--- config.mk ---
export PLATFORM = sky130hd
export DESIGN_NAME = mem_port_arbiter
export DESIGN_NICKNAME = d
export VERILOG_FILES = /design/src/rtl/mem_port_arbiter.sv
export SDC_FILE = /design/constraint.sdc
export NUM_CORES = 1
export LEC_CHECK = 0
export ABC_AREA = 1
export CAP_MARGIN = 10
export CORE_MARGIN = 4
export CORE_UTILIZATION = 38
export CTS_CLUSTER_DIAMETER = 80
export DETAILED_ROUTE_END_ITERATION = 12
export GPL_ROUTABILITY_DRIVEN = 0
export HOLD_SLACK_MARGIN = 0.1
export PLACE_DENSITY = 0.83
export SYNTH_ARGS = -nofsm -noshare
export SYNTH_HDL_FRONTEND = slang
export SYNTH_SLANG_ARGS = --single-unit
--- constraint.sdc ---
create_clock -name clk -period 1.4 [get_ports clk]
set_input_delay 0.14 -clock clk [delete_from_list [all_inputs] [get_ports clk]]
set_output_delay 0.14 -clock clk [all_outputs]
set_load 0.01 [all_outputs]
--- src/rtl/mem_port_arbiter.sv ---
// Single-port memory arbiter between instruction fetch and data access.
// Each granted access holds mem_en for MEM_LAT cycles, then pulses ready.
module mem_port_arbiter #(
  parameter int AW           = 16,
  parameter int DW           = 16,
  parameter int MEM_LAT      = 2,
  parameter int MAX_D_STREAK = 2
) (
  input  logic          clk,
  input  logic          rst_n,
  input  logic          if_req,
  input  logic [AW-1:0] if_addr,
  output logic [DW-1:0] if_rdata,
  output logic          if_ready,
  input  logic          dm_req,
  input  logic          dm_we,
  input  logic [AW-1:0] dm_addr,
  input  logic [DW-1:0] dm_wdata,
  output logic [DW-1:0] dm_rdata,
  output logic          dm_ready,
  output logic          mem_en,
  output logic          mem_we,
  output logic [AW-1:0] mem_addr,
  output logic [DW-1:0] mem_wdata,
  input  logic [DW-1:0] mem_rdata,
  output logic          gnt_if,
  output logic          gnt_dm
);

  localparam int CW = $clog2(MEM_LAT) + 1;
  localparam int SW = $clog2(MAX_D_STREAK + 1);

  typedef enum logic {IDLE, ACCESS} state_t;

  state_t        state, state_nx;
  logic [CW-1:0] cnt, cnt_nx;
  logic [SW-1:0] streak, streak_nx;
  logic          owner, owner_nx;
  logic          we_r;
  logic          grant_dm, grant_if;
  logic          start, done;

  always_comb begin
    grant_dm  = dm_req &&
                (!if_req || streak != SW'(MAX_D_STREAK));
    grant_if  = if_req && !grant_dm;
    start     = (state == IDLE) && (grant_dm || grant_if);
    done      = (state == ACCESS) && (cnt == '0);
    state_nx  = state;
    cnt_nx    = cnt;
    streak_nx = streak;
    owner_nx  = owner;
    unique case (state)
      IDLE: begin
        if (start) begin
          state_nx = ACCESS;
          cnt_nx   = CW'(MEM_LAT - 1);
          owner_nx = grant_dm;
          // streak only grows while a fetch is actually waiting
          streak_nx = (grant_dm && if_req) ?
                      streak + SW'(1) : '0;
        end
      end
      ACCESS: begin
        if (done) state_nx = IDLE;
        else      cnt_nx   = cnt - CW'(1);
      end
      default: state_nx = IDLE;
    endcase
  end

  always_ff @(posedge clk or negedge rst_n) begin
    if (!rst_n) begin
      state     <= IDLE;
      cnt       <= '0;
      streak    <= '0;
      owner     <= 1'b0;
      we_r      <= 1'b0;
      mem_addr  <= '0;
      mem_wdata <= '0;
      if_rdata  <= '0;
      dm_rdata  <= '0;
      if_ready  <= 1'b0;
      dm_ready  <= 1'b0;
    end else begin
      state    <= state_nx;
      cnt      <= cnt_nx;
      streak   <= streak_nx;
      owner    <= owner_nx;
      if_ready <= done && !owner;
      dm_ready <= done && owner;
      if (start) begin
        we_r     <= grant_dm && dm_we;
        mem_addr <= grant_dm ? dm_addr : if_addr;
        if (grant_dm) mem_wdata <= dm_wdata;
      end
      if (done && !owner)
        if_rdata <= mem_rdata;
      if (done && owner && !we_r)
        dm_rdata <= mem_rdata;
    end
  end

  assign mem_en = (state == ACCESS);
  assign mem_we = mem_en && we_r;
  assign gnt_if = mem_en && !owner;
  assign gnt_dm = mem_en && owner;

endmodule
==> out/qor.csv, run 1 <==
stage;metric;value;unit
floorplanning;die_x;99.7;microns
timing;final.period_utilization;97.5;%
global_route;grt_pass1_vias;2966;
routing;num_vias;3012;
timing;max_freq;733;MHz
logic_synthesis;seq_area_frac_synth;57.1;%
critical_path;worstSetupPathType;flip-flop to output pin;
logic_synthesis;netlist_top_cells_area;dfrtp_1 (57%), nand2_1 (18%), nand3_1 (8.3%), inv_1 (6.5%), o21ai_0 (3.0%);
pwr;p_int;6.20;mW
cells_and_area;mostFrequentLayoutCells;nand2_1 (156), clkdlybuf4s50_1 (78), dfrtp_1 (73), inv_1 (55), nand3_1 (52);
pwr;comb_power_share;48.6;%
placement;hpwl;6.21;mm
floorplanning;row_count;33;
global_route;track_usage;16.7;%
placement;dpl.cell_count;632;
logic_synthesis;synth_top_area_share;57.1;%
critical_path;start_kind;flip-flop;
routing;ant_nets;0;
floorplanning;core_area;0.00822;sq mm
logic_synthesis;synth-seq-cells;73;
timing;fin_crit;1370;ps
cells_and_area;diodes;0;
critical_path;critPathTopFamily;buffers and inverters;
routing;wirelength;8.60;mm
cells_and_area;layout.cells.non_filler;654;
clock_network;root_buffer;clkbuf_8;
pwr;p_total;9.97;mW
global_route;grt_max_degree;74;
pwr;swShare;37.8;%
floorplanning;initial_core_util;38.9;%
timing;slew_headroom;74.8;%
critical_path;cp_max_fo;2;
critical_path;crit_required;1260;ps
cells_and_area;syn2layout_area_growth;59.8;%
clock_network;cts_tree;yes;
critical_path;cp_data_arrival_time;1230;ps
clock_network;clk_pin_slew_worst_paths;80;ps
critical_path;crit_chain;clkdlybuf4s50_1;
logic_synthesis;synth_largest_area_cell;dfrtp_1;
clock_network;htree_num_levels;3;
critical_path;crit_buf_inv;1;
pwr;vdd_drop_max;0.802;mV
outcome;status;finished clean;
pwr;powerDensity;1950;mW/mm^2
logic_synthesis;yosys_warnings;0;
clock_network;clock_path_buffers;2;
timing;tightest_slew;378;ps
routing;dr.pass1.iters;8;
logic_synthesis;synth_area;0.00320;sq mm
global_route;grt_overflow;0;
cells_and_area;final_nets;615;
critical_path;max_stage_delay;550;ps
pwr;p_clk_share;14.3;%
routing;via_per_inst;4.61;
critical_path;worstRegToRegCells;8;
routing;wire_per_inst;13.1;microns
floorplanning;pin_count;139;
cells_and_area;fill_cells;700;
timing;setup_slack;35.0;ps
pwr;p_leak;3.04;nW
global_route;antenna_found_initial;0;
timing;finClkSkew;5.53;ps
job;max-cap-violations;0;
placement;port_buffers;138;
floorplanning;dieHeight;99.7;microns
timing;hold_viol;0;
min_path;hold_path.class;input pin to async pin;
logic_synthesis;ys_types;20;
global_route;grt_pass1_wl;13.5;mm
critical_path;cp_num_cells;1;
clock_network;clkSinkCount;73;
routing;drt_iter0_markers;165;
logic_synthesis;syn_nets;459;
critical_path;slowest_stage;clkdlybuf4s50_1;
clock_network;cts_buffers;9;
pwr;switching_power;3.77;mW
clock_network;clock_latency;330;ps
timing;hold_slack;347;ps
cells_and_area;final_common_cell;nand2_1;
cells_and_area;drive_above_1_share;9.47;%
timing;drv_slew;0;
routing;drc_errors;0;
pwr;seqPwrFrac;37.1;%
logic_synthesis;avgSynthCellArea;8.24;sq um
critical_path;endpoint_kind;output pin;
placement;post-place-ws;-263;ps
floorplanning;design.die.area;0.00994;sq mm
logic_synthesis;synth_cells;388;
timing;setup_violations;0;
cell families after synthesis:
logic type / synth area share [%]
buffers and inverters: 9.75
and+or+nand+nor: 29.4
adders and majority gates: 0.783
AOI/OAI and AO/OA: 2.97
DFF: 57.1
synthesized netlist by cell type:
library cell	n
nand2_1	157
dfrtp_1	73
inv_1	55
nand3_1	53
o21ai_0	19
buf_2	9
buf_4	2
clkbuf_1	2
ha_1	2
inv_2	2
nand2_2	2
nand2_4	2
nor2_1	2
nor2_4	2
buf_6	1
buf_8	1
clkinv_1	1
nand4_1	1
nor2_2	1
or2_2	1
path summary, 6_finish.rpt:
path	from	endpoint	slack, ps
min reg2reg	dm_rdata[0]$_DFFE_PN0P_	dm_rdata[0]$_DFFE_PN0P_	470
min	rst_n	dm_rdata[2]$_DFFE_PN0P_	350
max reg2reg	streak[0]$_DFFE_PN0P_	mem_addr[1]$_DFFE_PN0P_	90
max in group asynchronous	rst_n	mem_wdata[7]$_DFFE_PN0P_	750
max	mem_wdata[8]$_DFFE_PN0P_	mem_wdata[8]	30
min in group clk	dm_wdata[13]	mem_wdata[13]$_DFFE_PN0P_	350
area by class of cell:
| class | count | area (sq um) | share of cell area [%] |
|---|---|---|---|
| tap | 105 | 131 | 2.57 |
| sequential | 73 | 1830 | 35.7 |
| multi-input combinational | 242 | 1080 | 21.2 |
| clock inverter | 7 | 46.3 | 0.906 |
| inverter | 58 | 220 | 4.31 |
| clock buffer | 9 | 124 | 2.42 |
| timing repair buffer | 160 | 1680 | 32.9 |
what timing repair did:
item,in CTS,in global routing
pin swaps,0,1
endpoints found under the hold margin,73,0
gates resized for setup,27,46
endpoints found under the setup margin,40,68
gates cloned,0,1
hold buffers,1,0
buffers inserted,3,1
routing by layer:
metal | track usage, % | vias up | routed length (microns)
met5 | 0 | - | 0
met4 | 5.88 | 0 | 151
met3 | 3.86 | 17 | 679
met2 | 27.2 | 137 | 4210
met1 | 21.9 | 1365 | 3550
li1 | - | 1493 | -
power groups by stage:
stage	Clock [mW]	Combinational, mW	Sequential (mW)
4_1_cts	1.47	4.91	3.73
2_1_floorplan	0	1.75	4.16
3_3_place_gp	0	4.87	3.76
5_1_grt	1.55	5.36	3.85
6_report	1.42	4.84	3.70
3_5_place_dp	0	5.02	3.79
stage by stage:
step / instance area [sq um] / setup TNS [ps] / util (%)
after floorplan: 3200 / 0 / -
final: 5110 / 0 / 62.2
after CTS: 4950 / 0 / 60.2
after detailed placement: 4770 / -3920 / 58.1
after global routing: 5110 / -37.2 / 62.2
after global placement: 4770 / -2820 / 58.1
sequential cells by signal, summed over array words and instances (netlist names):
| signal | count |
|---|---|
| if_rdata | 16 |
| mem_addr | 16 |
| mem_wdata | 16 |
| dm_ready | 1 |
| owner | 1 |
| if_ready | 1 |
| streak | 2 |
| cnt | 2 |
| dm_rdata | 16 |
| we_r | 1 |
| mem_en | 1 |
Note: power is estimated with default switching activity, not from simulation.
==> run 2: changes to the inputs <==
- CORE_UTILIZATION: 38 -> 34
- HOLD_SLACK_MARGIN: 0.1 -> 0.05
- PLACE_DENSITY: 0.83 -> 0.76
==> run 2 against run 1 <==
Compared with the run above: die area grew 11%; design area grew 1.4%; clock power grew 28%; register-to-register slack is essentially flat; combinational power grew 1%; sequential cell count is the same; sequential power is essentially flat; hold slack lost 67 ps; largest power group unchanged; sequential share of layout area shrank 0.48 points; critical path depth is the same; first-iteration DRC count shrank 41%; utilization shrank 5.9 points; critical path type unchanged; largest cell class unchanged.
==> out/qor.csv, run 2 (synthesis gave the netlist of run 1 again) <==
stage;metric;value;unit;change
critical_path;endpoint_kind;output pin;;
clock_network;clock_latency;330;ps;about the same
floorplanning;die_x;105;microns;+5.3%
cells_and_area;diodes;0;;unchanged
critical_path;cp_data_arrival_time;1230;ps;about the same
placement;port_buffers;138;;unchanged
critical_path;slowest_stage;clkdlybuf4s50_1;;
pwr;powerDensity;2010;mW/mm^2;+2.9%
critical_path;crit_buf_inv;1;;unchanged
global_route;use_met2;27.0;%;-0.15 points
timing;finClkSkew;12.6;ps;+7.10 ps
timing;setup_violations;0;;unchanged
global_route;grt_max_degree;35;;-53%
critical_path;worstSetupPathType;flip-flop to output pin;;
clock_network;htree_num_levels;3;;unchanged
cells_and_area;final_area;0.00518;sq mm;+1.4%
clock_network;root_buffer;clkbuf_8;;
global_route;antenna_found_initial;0;;unchanged
clock_network;cts_buffers;9;;unchanged
pwr;vdd_drop_max;0.756;mV;-5.6%
timing;rsz0062_at_grt;yes;;
routing;num_vias;2980;;-1.1%
cells_and_area;drive_above_1_share;9.64;%;+0.16 points
clock_network;cts_tree;yes;;
critical_path;startpoint;dm_rdata[5]$_DFFE_PN0P_;;
critical_path;cp_max_fo;2;;unchanged
critical_path;start_kind;flip-flop;;
pwr;p_leak;3.13;nW;+2.8%
cells_and_area;final_nets;616;;+0.16%
floorplanning;core_area;0.00920;sq mm;+12%
clock_network;clkSinkCount;73;;unchanged
cells_and_area;mostFrequentLayoutCells;nand2_1 (156), clkdlybuf4s50_1 (74), dfrtp_1 (73), inv_1 (55), nand3_1 (53);;
routing;via_per_inst;4.51;;-2.1%
timing;setup_tns;0;ps;unchanged
floorplanning;initial_core_util;34.8;%;-4.1 points
routing;wire_per_inst;13.3;microns;+1.3%
timing;tightest_slew;399;ps;+21.3 ps
floorplanning;row_count;35;;+6.1%
critical_path;crit_chain;clkdlybuf4s50_1;;
floorplanning;design.die.area;0.0110;sq mm;+11%
global_route;use_met1;19.6;%;-2.3 points
global_route;grt_pass1_vias;2969;;+0.10%
routing;wirelength;8.80;mm;+2.3%
cells_and_area;fill_cells;846;;+21%
floorplanning;pin_count;139;;unchanged
clock_network;clk_pin_slew_worst_paths;80;ps;about the same
critical_path;worstReg2RegStart;cnt[0]$_DFFE_PN0P_;;
placement;dpl-instance-area;0.00480;sq mm;+0.68%
timing;fin_crit;1370;ps;+1.22 ps
routing;drc_errors;0;;unchanged
timing;hold_viol;0;;unchanged
global_route;gr-max-usage-layer;met2;;
min_path;hold_path.class;input pin to async pin;;
job;max-cap-violations;0;;unchanged
clock_network;clock_path_buffers;2;;unchanged
timing;final.period_utilization;97.6;%;about the same
routing;drt_iter0_markers;97;;-41%
critical_path;crit_required;1260;ps;about the same
global_route;grt_overflow;0;;unchanged
outcome;status;finished clean;;
cells_and_area;final_common_cell;nand2_1;;
global_route;grt_pass1_wl;14.2;mm;+5.2%
critical_path;reg2reg_setup_slack;90;ps;about the same
routing;dr.pass1.iters;4;;-4
timing;slew_headroom;73.4;%;-1.4 points
floorplanning;dieHeight;105;microns;+5.3%
routing;ant_nets;0;;unchanged
critical_path;max_stage_delay;540;ps;about the same
placement;hpwl;6.52;mm;+5.0%
critical_path;timing.rr.end;dm_rdata[9]$_DFFE_PN0P_;;
critical_path;worstRegToRegCells;8;;unchanged
global_route;grtUsageMet3;3.27;%;-0.58 points
critical_path;critPathTopFamily;buffers and inverters;;
cells_and_area;syn2layout_area_growth;62.0;%;
global_route;track_usage;15.9;%;-0.84 points
timing;drv_slew;0;;unchanged
timing;max_freq;732;MHz;about the same
==> run 2: changes by cell type in the layout (fill, tap and decap cells not counted), sizes merged <==
cell           delta
dlymetal6s2s      +4
dlygate4sd2       -2
clkbuf            +2
clkdlybuf4s50     -4
inv               -1
buf               +2
bufinv            +2
clkinvlp          -3
nand2             +1
==> run 2: where the power goes <==
group | total [mW] | switching (mW) | leakage [nW] | internal, mW
combinational | 4.89 | 2.47 | 2.12 | 2.41
sequential | 3.68 | 0.541 | 0.897 | 3.14
clock | 1.82 | 0.773 | 0.113 | 1.05
total | 10.4 | 3.79 | 3.13 | 6.61
==> run 2: what timing repair did <==
item	in CTS	in global routing
pin swaps	0	2
hold endpoints to repair	26	0
hold buffers	1	0
gates cloned	0	1
gates resized for setup	31	49
setup buffers	3	2
endpoints found under the setup margin	22	65
==> run 2: area by class of cell <==
class	instances	area (sq um)	area share, %
clock buffer	11	141	2.73
clock inverter	5	78.8	1.52
inverter	58	218	4.20
multi-input combinational	243	1080	20.9
sequential	73	1830	35.3
tap	111	139	2.68
timing repair buffer	160	1700	32.7
==> run 2: how the worst max path moves through the flow <==
stage                                     endpoint  cells after the start
final                                  dm_rdata[5]                      1
after global routing       mem_addr[4]$_DFFE_PN0P_                      7
after CTS                              mem_addr[4]                      1
after detailed placement  mem_wdata[3]$_DFFE_PN0P_                      5
after global placement     mem_addr[7]$_DFFE_PN0P_                      6
after floorplan           dm_rdata[10]$_DFFE_PN0P_                      8
==> run 2: through the flow <==
stage	total power [mW]	cells	hold WS, ps	utilization [%]	worst slack, ps
2_1_floorplan	5.91	388	-156	-	44.6
3_3_place_gp	8.69	638	96.8	52.2	46.4
3_5_place_dp	8.85	638	96.5	52.2	-6.68
4_1_cts	10.6	658	281	54.6	0.105
5_1_grt	11.2	661	318	56.3	-22.6
6_report	10.4	661	281	56.3	33.8
==> run 2: metal layers <==
metal  up-vias  wire (microns)
met2        85            4470
met5         -               0
met3        17             382
li1       1497               -
met4         0             201
met1      1381            3740
